$ cat config.mk
export PLATFORM = sky130hd
export DESIGN_NAME = router_pkt_tx
export DESIGN_NICKNAME = d
export VERILOG_FILES = /design/src/rtl/router_pkg.sv /design/src/rtl/router_pkt_buf.sv /design/src/rtl/router_pkt_tx.sv
export SDC_FILE = /design/constraint.sdc
export NUM_CORES = 1
export LEC_CHECK = 0
export ABC_AREA = 1
export BUFFER_PORTS_ARGS = -buffer_cell sky130_fd_sc_hd__buf_2
export CAP_MARGIN = 0
export CORE_AREA = 2 2 197 199
export DETAILED_ROUTE_END_ITERATION = 6
export DIE_AREA = 0 0 199 201
export PLACE_DENSITY = 0.76
export SYNTH_ARGS = -nofsm -noshare
export SYNTH_HDL_FRONTEND = slang
export SYNTH_SLANG_ARGS = --single-unit
$ cat constraint.sdc
create_clock -name clk -period 3.4 [get_ports clk]
set_input_delay 0.34 -clock clk [delete_from_list [all_inputs] [get_ports clk]]
set_output_delay 0.34 -clock clk [all_outputs]
set_load 0.05 [all_outputs]
$ cat src/rtl/router_pkg.sv
// Shared types and helpers for the router packet transmitter.
// Latency: n/a (types, constants and a pure function only).
// Backpressure: n/a.
package router_pkg;

  localparam int PKT_LEN_W  = 6;
  localparam int PKT_DATA_W = PKT_LEN_W + 2;

  // Port 3 does not exist on the 1x3 router
  localparam logic [1:0] ADDR_INVALID = 2'd3;

  typedef enum logic [1:0] {
    IDLE = 2'd0,
    HDR  = 2'd1,
    PLD  = 2'd2,
    PAR  = 2'd3
  } tx_state_t;

  // Header byte layout: length in the upper bits, destination in the low two
  function automatic logic [PKT_DATA_W-1:0] hdr_pack(input logic [PKT_LEN_W-1:0] len,
                                                     input logic [1:0]           addr);
    return {len, addr};
  endfunction

endpackage

$ cat src/rtl/router_pkt_buf.sv
// Payload byte store: 2**LEN_W x DATA_W registers, no reset on contents.
// Latency: write lands at the clock edge; read is combinational.
// Backpressure: none; the caller gates writes.
module router_pkt_buf #(
  parameter int DATA_W = 8,
  parameter int LEN_W  = 6
) (
  input  logic              clk,
  input  logic              we,
  input  logic [LEN_W-1:0]  waddr,
  input  logic [DATA_W-1:0] wdata,
  input  logic [LEN_W-1:0]  raddr,
  output logic [DATA_W-1:0] rdata
);

  logic [DATA_W-1:0] mem [2**LEN_W];

  // Synchronous write port
  always_ff @(posedge clk) begin
    if (we) mem[waddr] <= wdata;
  end

  assign rdata = mem[raddr];

endmodule

$ cat src/rtl/router_pkt_tx.sv
// Router input-port source: buffers a host payload, sends header/payload/parity.
// Latency: header is on data_out the cycle after start is accepted; N+2 beat cycles.
// Backpressure: busy high at an edge holds the current beat, state and parity.
module router_pkt_tx
  import router_pkg::*;
#(
  parameter int DATA_W = 8,
  parameter int LEN_W  = 6
) (
  input  logic              clk,
  input  logic              resetn,
  input  logic              ld_en,
  input  logic [DATA_W-1:0] ld_data,
  input  logic              start,
  input  logic [1:0]        dest_addr,
  input  logic [LEN_W-1:0]  pkt_len,
  input  logic              corrupt,
  input  logic              busy,
  output logic              pkt_valid,
  output logic [DATA_W-1:0] data_out,
  output logic              tx_active,
  output logic              tx_done,
  output logic              start_err
);

  localparam logic [LEN_W-1:0] WR_MAX = {LEN_W{1'b1}};

  tx_state_t         state_q, state_d;
  logic [LEN_W-1:0]  wr_ptr_q, wr_ptr_d;
  logic [LEN_W-1:0]  rd_ptr_q, rd_ptr_d;
  logic [LEN_W-1:0]  len_q, len_d;
  logic              corrupt_q, corrupt_d;
  logic [DATA_W-1:0] parity_q, parity_d;
  logic [DATA_W-1:0] data_d;
  logic              valid_d, active_d, done_d, err_d;

  logic              buf_we;
  logic [LEN_W-1:0]  rd_addr;
  logic [DATA_W-1:0] rd_data;
  logic [DATA_W-1:0] hdr;
  logic [DATA_W-1:0] par_acc;
  logic              start_ok;
  logic              last_byte;

  router_pkt_buf #(
    .DATA_W (DATA_W),
    .LEN_W  (LEN_W)
  ) u_buf (
    .clk   (clk),
    .we    (buf_we),
    .waddr (wr_ptr_q),
    .wdata (ld_data),
    .raddr (rd_addr),
    .rdata (rd_data)
  );

  assign hdr       = DATA_W'(hdr_pack(PKT_LEN_W'(pkt_len), dest_addr));
  assign start_ok  = (dest_addr != ADDR_INVALID) && (pkt_len != '0) && (pkt_len <= wr_ptr_q);
  assign last_byte = (rd_ptr_q == len_q - LEN_W'(1));
  // data_out holds the payload byte being offered, so folding it in gives the running parity
  assign par_acc   = parity_q ^ data_out;
  // Look one byte ahead: the registered data_out must hold buf[rd_ptr_next]
  assign rd_addr   = (state_q == HDR) ? '0 : rd_ptr_q + LEN_W'(1);

  // FSM state register
  always_ff @(posedge clk or negedge resetn) begin
    if (!resetn) state_q <= IDLE;
    else         state_q <= state_d;
  end

  // Next-state: advance on each accepted beat
  always_comb begin
    state_d = state_q;
    case (state_q)
      IDLE: if (start && start_ok)   state_d = HDR;
      HDR:  if (!busy)               state_d = PLD;
      PLD:  if (!busy && last_byte)  state_d = PAR;
      PAR:  if (!busy)               state_d = IDLE;
      default:                       state_d = IDLE;
    endcase
  end

  // Next values for outputs, pointers and parity; everything holds while busy
  always_comb begin
    data_d    = data_out;
    valid_d   = pkt_valid;
    active_d  = tx_active;
    done_d    = 1'b0;
    err_d     = 1'b0;
    parity_d  = parity_q;
    rd_ptr_d  = rd_ptr_q;
    wr_ptr_d  = wr_ptr_q;
    len_d     = len_q;
    corrupt_d = corrupt_q;
    buf_we    = 1'b0;
    case (state_q)
      IDLE: begin
        buf_we = ld_en && (wr_ptr_q != WR_MAX);
        if (buf_we) wr_ptr_d = wr_ptr_q + LEN_W'(1);
        if (start) begin
          if (start_ok) begin
            data_d    = hdr;
            valid_d   = 1'b1;
            active_d  = 1'b1;
            parity_d  = hdr;
            rd_ptr_d  = '0;
            len_d     = pkt_len;
            corrupt_d = corrupt;
          end else begin
            err_d = 1'b1;
          end
        end
      end
      HDR: begin
        if (!busy) data_d = rd_data;
      end
      PLD: begin
        if (!busy) begin
          parity_d = par_acc;
          if (last_byte) begin
            valid_d = 1'b0;
            data_d  = par_acc ^ {{(DATA_W-1){1'b0}}, corrupt_q};
          end else begin
            rd_ptr_d = rd_ptr_q + LEN_W'(1);
            data_d   = rd_data;
          end
        end
      end
      PAR: begin
        if (!busy) begin
          data_d   = '0;
          active_d = 1'b0;
          done_d   = 1'b1;
          wr_ptr_d = '0;
          rd_ptr_d = '0;
        end
      end
      default: ;
    endcase
  end

  // Output and datapath registers
  always_ff @(posedge clk or negedge resetn) begin
    if (!resetn) begin
      pkt_valid <= 1'b0;
      data_out  <= '0;
      tx_active <= 1'b0;
      tx_done   <= 1'b0;
      start_err <= 1'b0;
      parity_q  <= '0;
      rd_ptr_q  <= '0;
      wr_ptr_q  <= '0;
      len_q     <= '0;
      corrupt_q <= 1'b0;
    end else begin
      pkt_valid <= valid_d;
      data_out  <= data_d;
      tx_active <= active_d;
      tx_done   <= done_d;
      start_err <= err_d;
      parity_q  <= parity_d;
      rd_ptr_q  <= rd_ptr_d;
      wr_ptr_q  <= wr_ptr_d;
      len_q     <= len_d;
      corrupt_q <= corrupt_d;
    end
  end

endmodule
==> run_results.csv, run 1 <==
group,metric,value,unit
yosys,synth_cell_types,36,
min_path,min_path_type,"in -> reg",
route,first_iter_violations,2394,
worst_setup_path,endpoint_kind,"flop",
power_and_ir_drop,power_density,797,nW/µm²
min_path,hp-start,"pkt_len[0]",
timing,finalCriticalPeriod,3050,ps
cells_and_area,areaGrowthSynthToFinish,11.4,%
global_route,antenna_found_initial,2,
worst_setup_path,path_class,"reg -> reg",
yosys,synth_edf_count,512,
yosys,async_flop_share,7.41,%
clocking,cts_buffers,54,
clocking,worstSkewPairLatency,620,ps
timing,timing.final.crit_share,89.8,%
power_and_ir_drop,net-switching-power,8080,µW
cells_and_area,nFillCells,2722,
cells_and_area,drive_gt1_share,10.1,%
global_route,grt_max_degree,114,
placement,place.gp.congestion,0.950,
timing,slew-limit-headroom,20.7,%
worst_setup_path,path_cells,"inv_1, ha_1, inv_6, nand2_8, buf_4, nand2_1, nand3_1, nand3_1, nand3_1, nand3_1, nand3_1, nand3_1, nand2_1, nand2_1, nand2_1",
yosys,synth_seq_area_share,69.9,%
route,drc_errors,0,
job,max-cap-violations,0,
worst_setup_path,worstReg2RegStart,"state_q[1]",
power_and_ir_drop,p_leak,0.00981,µW
global_route,grt_usage,31.8,%
route,viasPerCell,6.11,
timing,finClkSkew,18.2,ps
clocking,clk_pin_slew,60,ps
power_and_ir_drop,internal_power,12800,µW
die,start_util,61.6,%
timing,worst_pin_slew,1190,ps
die,die_area,40000,µm²
status,status,"completed",
route,wirelength,61900,µm
route,num_vias,16700,
timing,fin_tns_setup,0,ps
cells_and_area,final_core_util,68.6,%
die,num_rows,72,
clocking,clockRootBuffer,"clkbuf_16",
yosys,yosysWarningCount,0,
die,core_area,38100,µm²
die,die_height,201,µm
placement,port_buffers,33,
power_and_ir_drop,combPwrFrac,35.8,%
yosys,ys.flop_type,"edfxtp_1",
cells_and_area,antenna_cells,0,
route,drt_pass1_iterations,7,
yosys,synth_top_cells_by_area,"edfxtp_1 (66%), nand3_1 (11%), nand2_1 (10%), dfrtp_1 (4.4%), nor2_1 (1.4%)",
yosys,ys_ff_latch,553,
cells_and_area,ff_latch_area,16400,µm²
cells_and_area,fin_nets,2214,
worst_setup_path,cp_top_family,"simple AND/OR/NAND/NOR gates",
cells_and_area,multi_input_area,6210,µm²
clocking,cts_tree,"yes",
route,ant_nets,0,
die,ioPinCount,34,
yosys,synthCells,2097,
worst_setup_path,cp.required,3950,ps
timing,rsz0062_at_grt,"false",
power_and_ir_drop,power_switching_share,38.8,%
timing,fmax,0.327,GHz
power_and_ir_drop,pwr-share-seq,38.2,%
yosys,synth_area,23500,µm²
clocking,clk_path_buf_depth,3,
worst_setup_path,cp_data_arrival_time,3610,ps
timing,slew_violations,0,
yosys,avgSynthCellArea,11.2,µm²
timing,hold_viol_final,0,
worst_setup_path,crit_top_cell,"nand3_1",
die,die_w,199,µm
yosys,synth_common_cells,"nand2_1 (651), edfxtp_1 (512), nand3_1 (510), nor2_1 (89), buf_2 (64)",
power_and_ir_drop,vdd_ir_drop_max,0.000658,V
worst_setup_path,setup.worst_path.start,"state_q[1]",
clocking,htreeDepth,2,
worst_setup_path,critPathSlowestCell,"ha_1",
global_route,grt_overflow,0,
clocking,cts_sinks,553,
yosys,yosys.area.top_type,"edfxtp_1",
yosys,syn_nets,2132,
worst_setup_path,crit_path_max_incr_delay,520,ps
route,drt-wirelength-per-cell,22.6,µm
yosys,synth_top_area_share,65.5,%
timing,finalSetupViolCount,0,
worst_setup_path,path_max_fanout,40,
placement,hpwl,37300,µm
power_and_ir_drop,clkPwrFrac,26.1,%
global_route,grt_pass1_vias,16300,
worst_setup_path,crit_buf_inv,3,
worst_setup_path,start_kind,"flop",
yosys,yosys.cell_count.top_type,"nand2_1",
global_route,grt_first_pass_wirelength,95300,µm
worst register-to-register path, delay by kind of cell, from the launching register on:
family        cells  cell delay [ps]
flops             1              390
buf+inv           3              610
simple gates     11             1470
fa+ha+maj         1              520
power by group through the flow:
stage               sequential [µW]  clock, µW  combinational (µW)
detailed placement             8070          0                7280
finish                         7950       5430                7450
CTS                            7940       5440                7350
global placement               8070          0                7130
floorplan                      8200          0                5000
global route                   7970       5720                8130
area by class of cell:
| type | instances | share of cell area, % |
|---|---|---|
| Clock buffer | 73 | 5.48 |
| Clock inverter | 24 | 0.493 |
| Inverter | 56 | 0.838 |
| Multi-Input combinational cell | 1374 | 23.8 |
| Sequential cell | 553 | 62.8 |
| Tap cell | 518 | 2.48 |
| Timing Repair Buffer | 140 | 4.20 |
flip-flops by register name, summed over array words and instances (netlist names):
signal and count:
len_q 6, state_q 2, tx_active 1, start_err 1
wr_ptr_q 6, u_buf.mem 512, data_out 8, pkt_valid 1
rd_ptr_q 6, tx_done 1, corrupt_q 1, parity_q 8
final timing paths:
path                                to  slack [ps]  cells past startpoint
setup reg to reg           data_out[1]         350                     15
min in group asynchronous     len_q[3]         420                      2
hold reg to reg            parity_q[4]         510                      2
hold / removal                len_q[0]          30                      3
max in group asynchronous  wr_ptr_q[0]        2370                      2
setup / recovery           data_out[1]         350                     15
through the flow:
| step | setup slack, ps | std cells | total power (µW) | hold WS [ps] | instance area, µm² |
|---|---|---|---|---|---|
| final | 346 | 2738 | 20800 | 26.4 | 26100 |
| after global routing | 171 | 2738 | 21800 | 35.8 | 26100 |
| after CTS | 410 | 2738 | 20700 | 14.2 | 26100 |
| after detailed placement | 425 | 2634 | 15400 | 490 | 24500 |
| after global placement | 544 | 2634 | 15200 | 477 | 24500 |
| after floorplan | 1040 | 2097 | 13200 | 44.4 | 23500 |
what timing repair did:
item                                    in CTS  in global routing
endpoints found under the setup margin       0                  0
hold buffers                                 7                  0
setup buffers                                0                  0
hold endpoints to repair                    47                  0
resized for setup                            0                  0
cells in the final DEF, fill, tap and decap left out, types with 13 or more instances in the layout:
cell type / n
dfrtp_1: 41
clkbuf_1: 18
o21ai_0: 30
nand2_1: 651
ha_1: 13
a21oi_1: 34
buf_2: 33
inv_1: 45
buf_4: 91
nand3_1: 510
clkbuf_16: 54
edfxtp_1: 512
nor2_1: 89
routing by layer:
| metal | vias up | track usage (%) | part of all wire [%] |
|---|---|---|---|
| met3 | 179 | 6.85 | 11 |
| li1 | 7501 | - | - |
| met5 | - | 0 | 0.018 |
| met2 | 1083 | 48.2 | 46 |
| met1 | 7951 | 44.7 | 38 |
| met4 | 2 | 14.3 | 4.9 |
kinds of logic after synthesis:
group                    Yosys count  share of synthesized area, %
buffers and inverters            170                          3.70
flip-flops                       553                          69.9
adder cells (fa/ha/maj)           13                         0.693
AO/OA/AOI/OAI                     71                          1.57
AND/OR/NAND/NOR                 1280                          23.7
XOR/XNOR                          10                         0.432
Power figures use the tool's default switching activity.
==> run 2: changes to the inputs <==
Settings changed: CORE_AREA 2 2 197 199 to 2 2 194 196, CTS_BUF_LIST set to sky130_fd_sc_hd__clkbuf_8, DIE_AREA 0 0 199 201 to 0 0 196 198, PLACE_DENSITY 0.76 to 0.78.
==> run 2 against run 1 <==
  * Combinational power about the same
  * Core utilization increased by 1.6 points
  * Sequential power about the same
  * First-iteration DRC count decreased by 3.7%
  * Critical endpoint is now u_buf.mem[5][7]
==> run_results.csv, run 2 (same netlist as run 1, synthesis figures left out) <==
group,metric,value,unit
status,status,"completed",
cells_and_area,antenna_cells,0,
cells_and_area,fin_nets,2226,
global_route,grt_max_degree,116,
die,die_area,38800,µm²
die,num_rows,71,
die,ioPinCount,34,
placement,port_buffers,33,
power_and_ir_drop,p_leak,0.00987,µW
cells_and_area,multi_input_area,6210,µm²
clocking,htreeDepth,3,
route,num_vias,16700,
worst_setup_path,r2r-end,"u_buf.mem[5][7]",
timing,fin_tns_setup,0,ps
die,start_util,63.5,%
cells_and_area,areaGrowthSynthToFinish,10.5,%
cells_and_area,final_core_util,70.2,%
worst_setup_path,crit_path_max_incr_delay,770,ps
route,viasPerCell,6.14,
worst_setup_path,reg2reg_depth,6,
global_route,grt_first_pass_wirelength,90900,µm
die,core_area,37000,µm²
worst_setup_path,crit_path_end,"u_buf.mem[5][7]",
die,die_w,196,µm
global_route,grt_overflow,0,
worst_setup_path,cp_data_arrival_time,3320,ps
cells_and_area,layout_commonest_cell,"nand2_1",
global_route,grt_usage,31.2,%
route,drt-wirelength-per-cell,21.8,µm
timing,hold_viol_final,0,
clocking,clockRootBuffer,"clkbuf_8",
worst_setup_path,endpoint_kind,"flop",
timing,worst_pin_slew,1030,ps
timing,slew-limit-headroom,31.0,%
worst_setup_path,cp.required,3660,ps
placement,place_ws,436,ps
cells_and_area,drive_gt1_share,10.6,%
power_and_ir_drop,power_density,793,nW/µm²
cells_and_area,layout_common_cells,"nand2_1 (651), edfxtp_1 (512), nand3_1 (510), clkbuf_8 (91), nor2_1 (89)",
worst_setup_path,critPathSlowestCell,"nor2_1",
global_route,antenna_found_initial,0,
clocking,cts_sinks,553,
worst_setup_path,crit_top_cell,"inv_1",
timing,finalCriticalPeriod,3060,ps
clocking,cts_buffers,86,
global_route,grt_pass1_vias,15900,
worst_setup_path,worstReg2RegStart,"state_q[0]",
route,wirelength,59500,µm
job,max-cap-violations,0,
worst_setup_path,r2r_slack,340,ps
cells_and_area,ff_latch_area,16400,µm²
clocking,clk_path_buf_depth,3,
timing,slew_violations,0,
worst_setup_path,setup.worst_path.start,"state_q[0]",
route,ant_nets,0,
min_path,min_path_type,"in -> reg",
route,drc_errors,0,
clocking,clk_pin_slew,60,ps
worst_setup_path,path_max_fanout,12,
timing,fin_ws,342,ps
cells_and_area,nFillCells,2630,
route,drt_pass1_iterations,6,
clocking,cts_tree,"yes",
route,m1WireLength,22400,µm
worst_setup_path,path_class,"reg -> reg",
placement,place.gp.congestion,0.909,
worst_setup_path,path_cells,"inv_1, ha_1, nand3_1, inv_1, nand2_1, nor2_1",
route,top_layer_used,"met4",
placement,hpwl,35100,µm
power_and_ir_drop,vdd_ir_drop_max,0.000915,V
clocking,worstSkewPairLatency,660,ps
timing,hold_ws,53.6,ps
timing,fmax,0.327,GHz
timing,timing.final.crit_share,89.9,%
timing,rsz0062_at_grt,"false",
timing,finClkSkew,31.2,ps
power_and_ir_drop,finalPower,20600,µW
route,dr_wl_met2,28300,µm
timing,finalSetupViolCount,0,
cells_and_area,regMostFlops,"u_buf.mem",
die,die_height,198,µm
cells_and_area,largestRegisters,"u_buf.mem (512), data_out (8), parity_q (8)",
worst_setup_path,start_kind,"flop",
route,first_iter_violations,2306,
cells_and_area,largest_register_ffs,512,
route,wl_met3,6580,µm
[run 2: changes by cell type in the layout (fill, tap and decap cells not counted), sizes merged]
cell	before	now
buf	133	111
dlygate4sd3	7	9
clkbuf	73	91
inv	57	91
bufinv	0	2
[run 2: worst max-delay path, delay by kind of cell, from the launching register on]
| family | cells | cell delay, ps |
|---|---|---|
| AND/OR/NAND/NOR | 3 | 1450 |
| flip-flops | 1 | 410 |
| adder cells (fa/ha/maj) | 1 | 410 |
| buffers and inverters | 2 | 380 |
[run 2: cell type report]
cell class                      instances  area share [%]
Clock buffer                           91            4.83
Clock inverter                         60            1.22
Inverter                               56           0.844
Multi-Input combinational cell       1374            23.9
Sequential cell                       553            63.2
Tap cell                              474            2.29
Timing Repair Buffer                  120            3.67
[run 2: how the worst min path moves through the flow]
stage                            start     endpoint  slack [ps]  cells after the start
after floorplan                 resetn    corrupt_q          40                      0
after global placement       tx_active    tx_active         470                      2
after detailed placement     pkt_valid    pkt_valid         480                      2
after CTS                 dest_addr[1]  parity_q[1]          20                      3
after global routing      dest_addr[0]  parity_q[0]         100                      3
final                     dest_addr[1]  parity_q[1]          50                      3
[run 2: routing by layer]
layer,track usage (%),up-vias
met5,0,-
met4,13.6,0
met3,6.27,154
met2,49.4,1053
met1,42.5,7995
li1,-,7542
[run 2: repair_timing]
action,in CTS,in global routing
gates resized for setup,0,0
hold buffers,9,0
buffers inserted,0,0
hold endpoints to repair,49,0
[run 2: through the flow]
step / instance area (µm²) / instances
finish: 25900 / 2728
global route: 25900 / 2728
CTS: 25900 / 2728
detailed placement: 24300 / 2568
global placement: 24300 / 2568
floorplan: 23500 / 2097
[run 2: where the power goes]
part / leakage, µW / total (µW) / switching [µW] / internal (µW)
registers: 0.00512 / 7930 / 207 / 7720
logic: 0.00383 / 7470 / 5400 / 2060
clock network: 0.000918 / 5170 / 2540 / 2630
total: 0.00987 / 20600 / 8150 / 12400
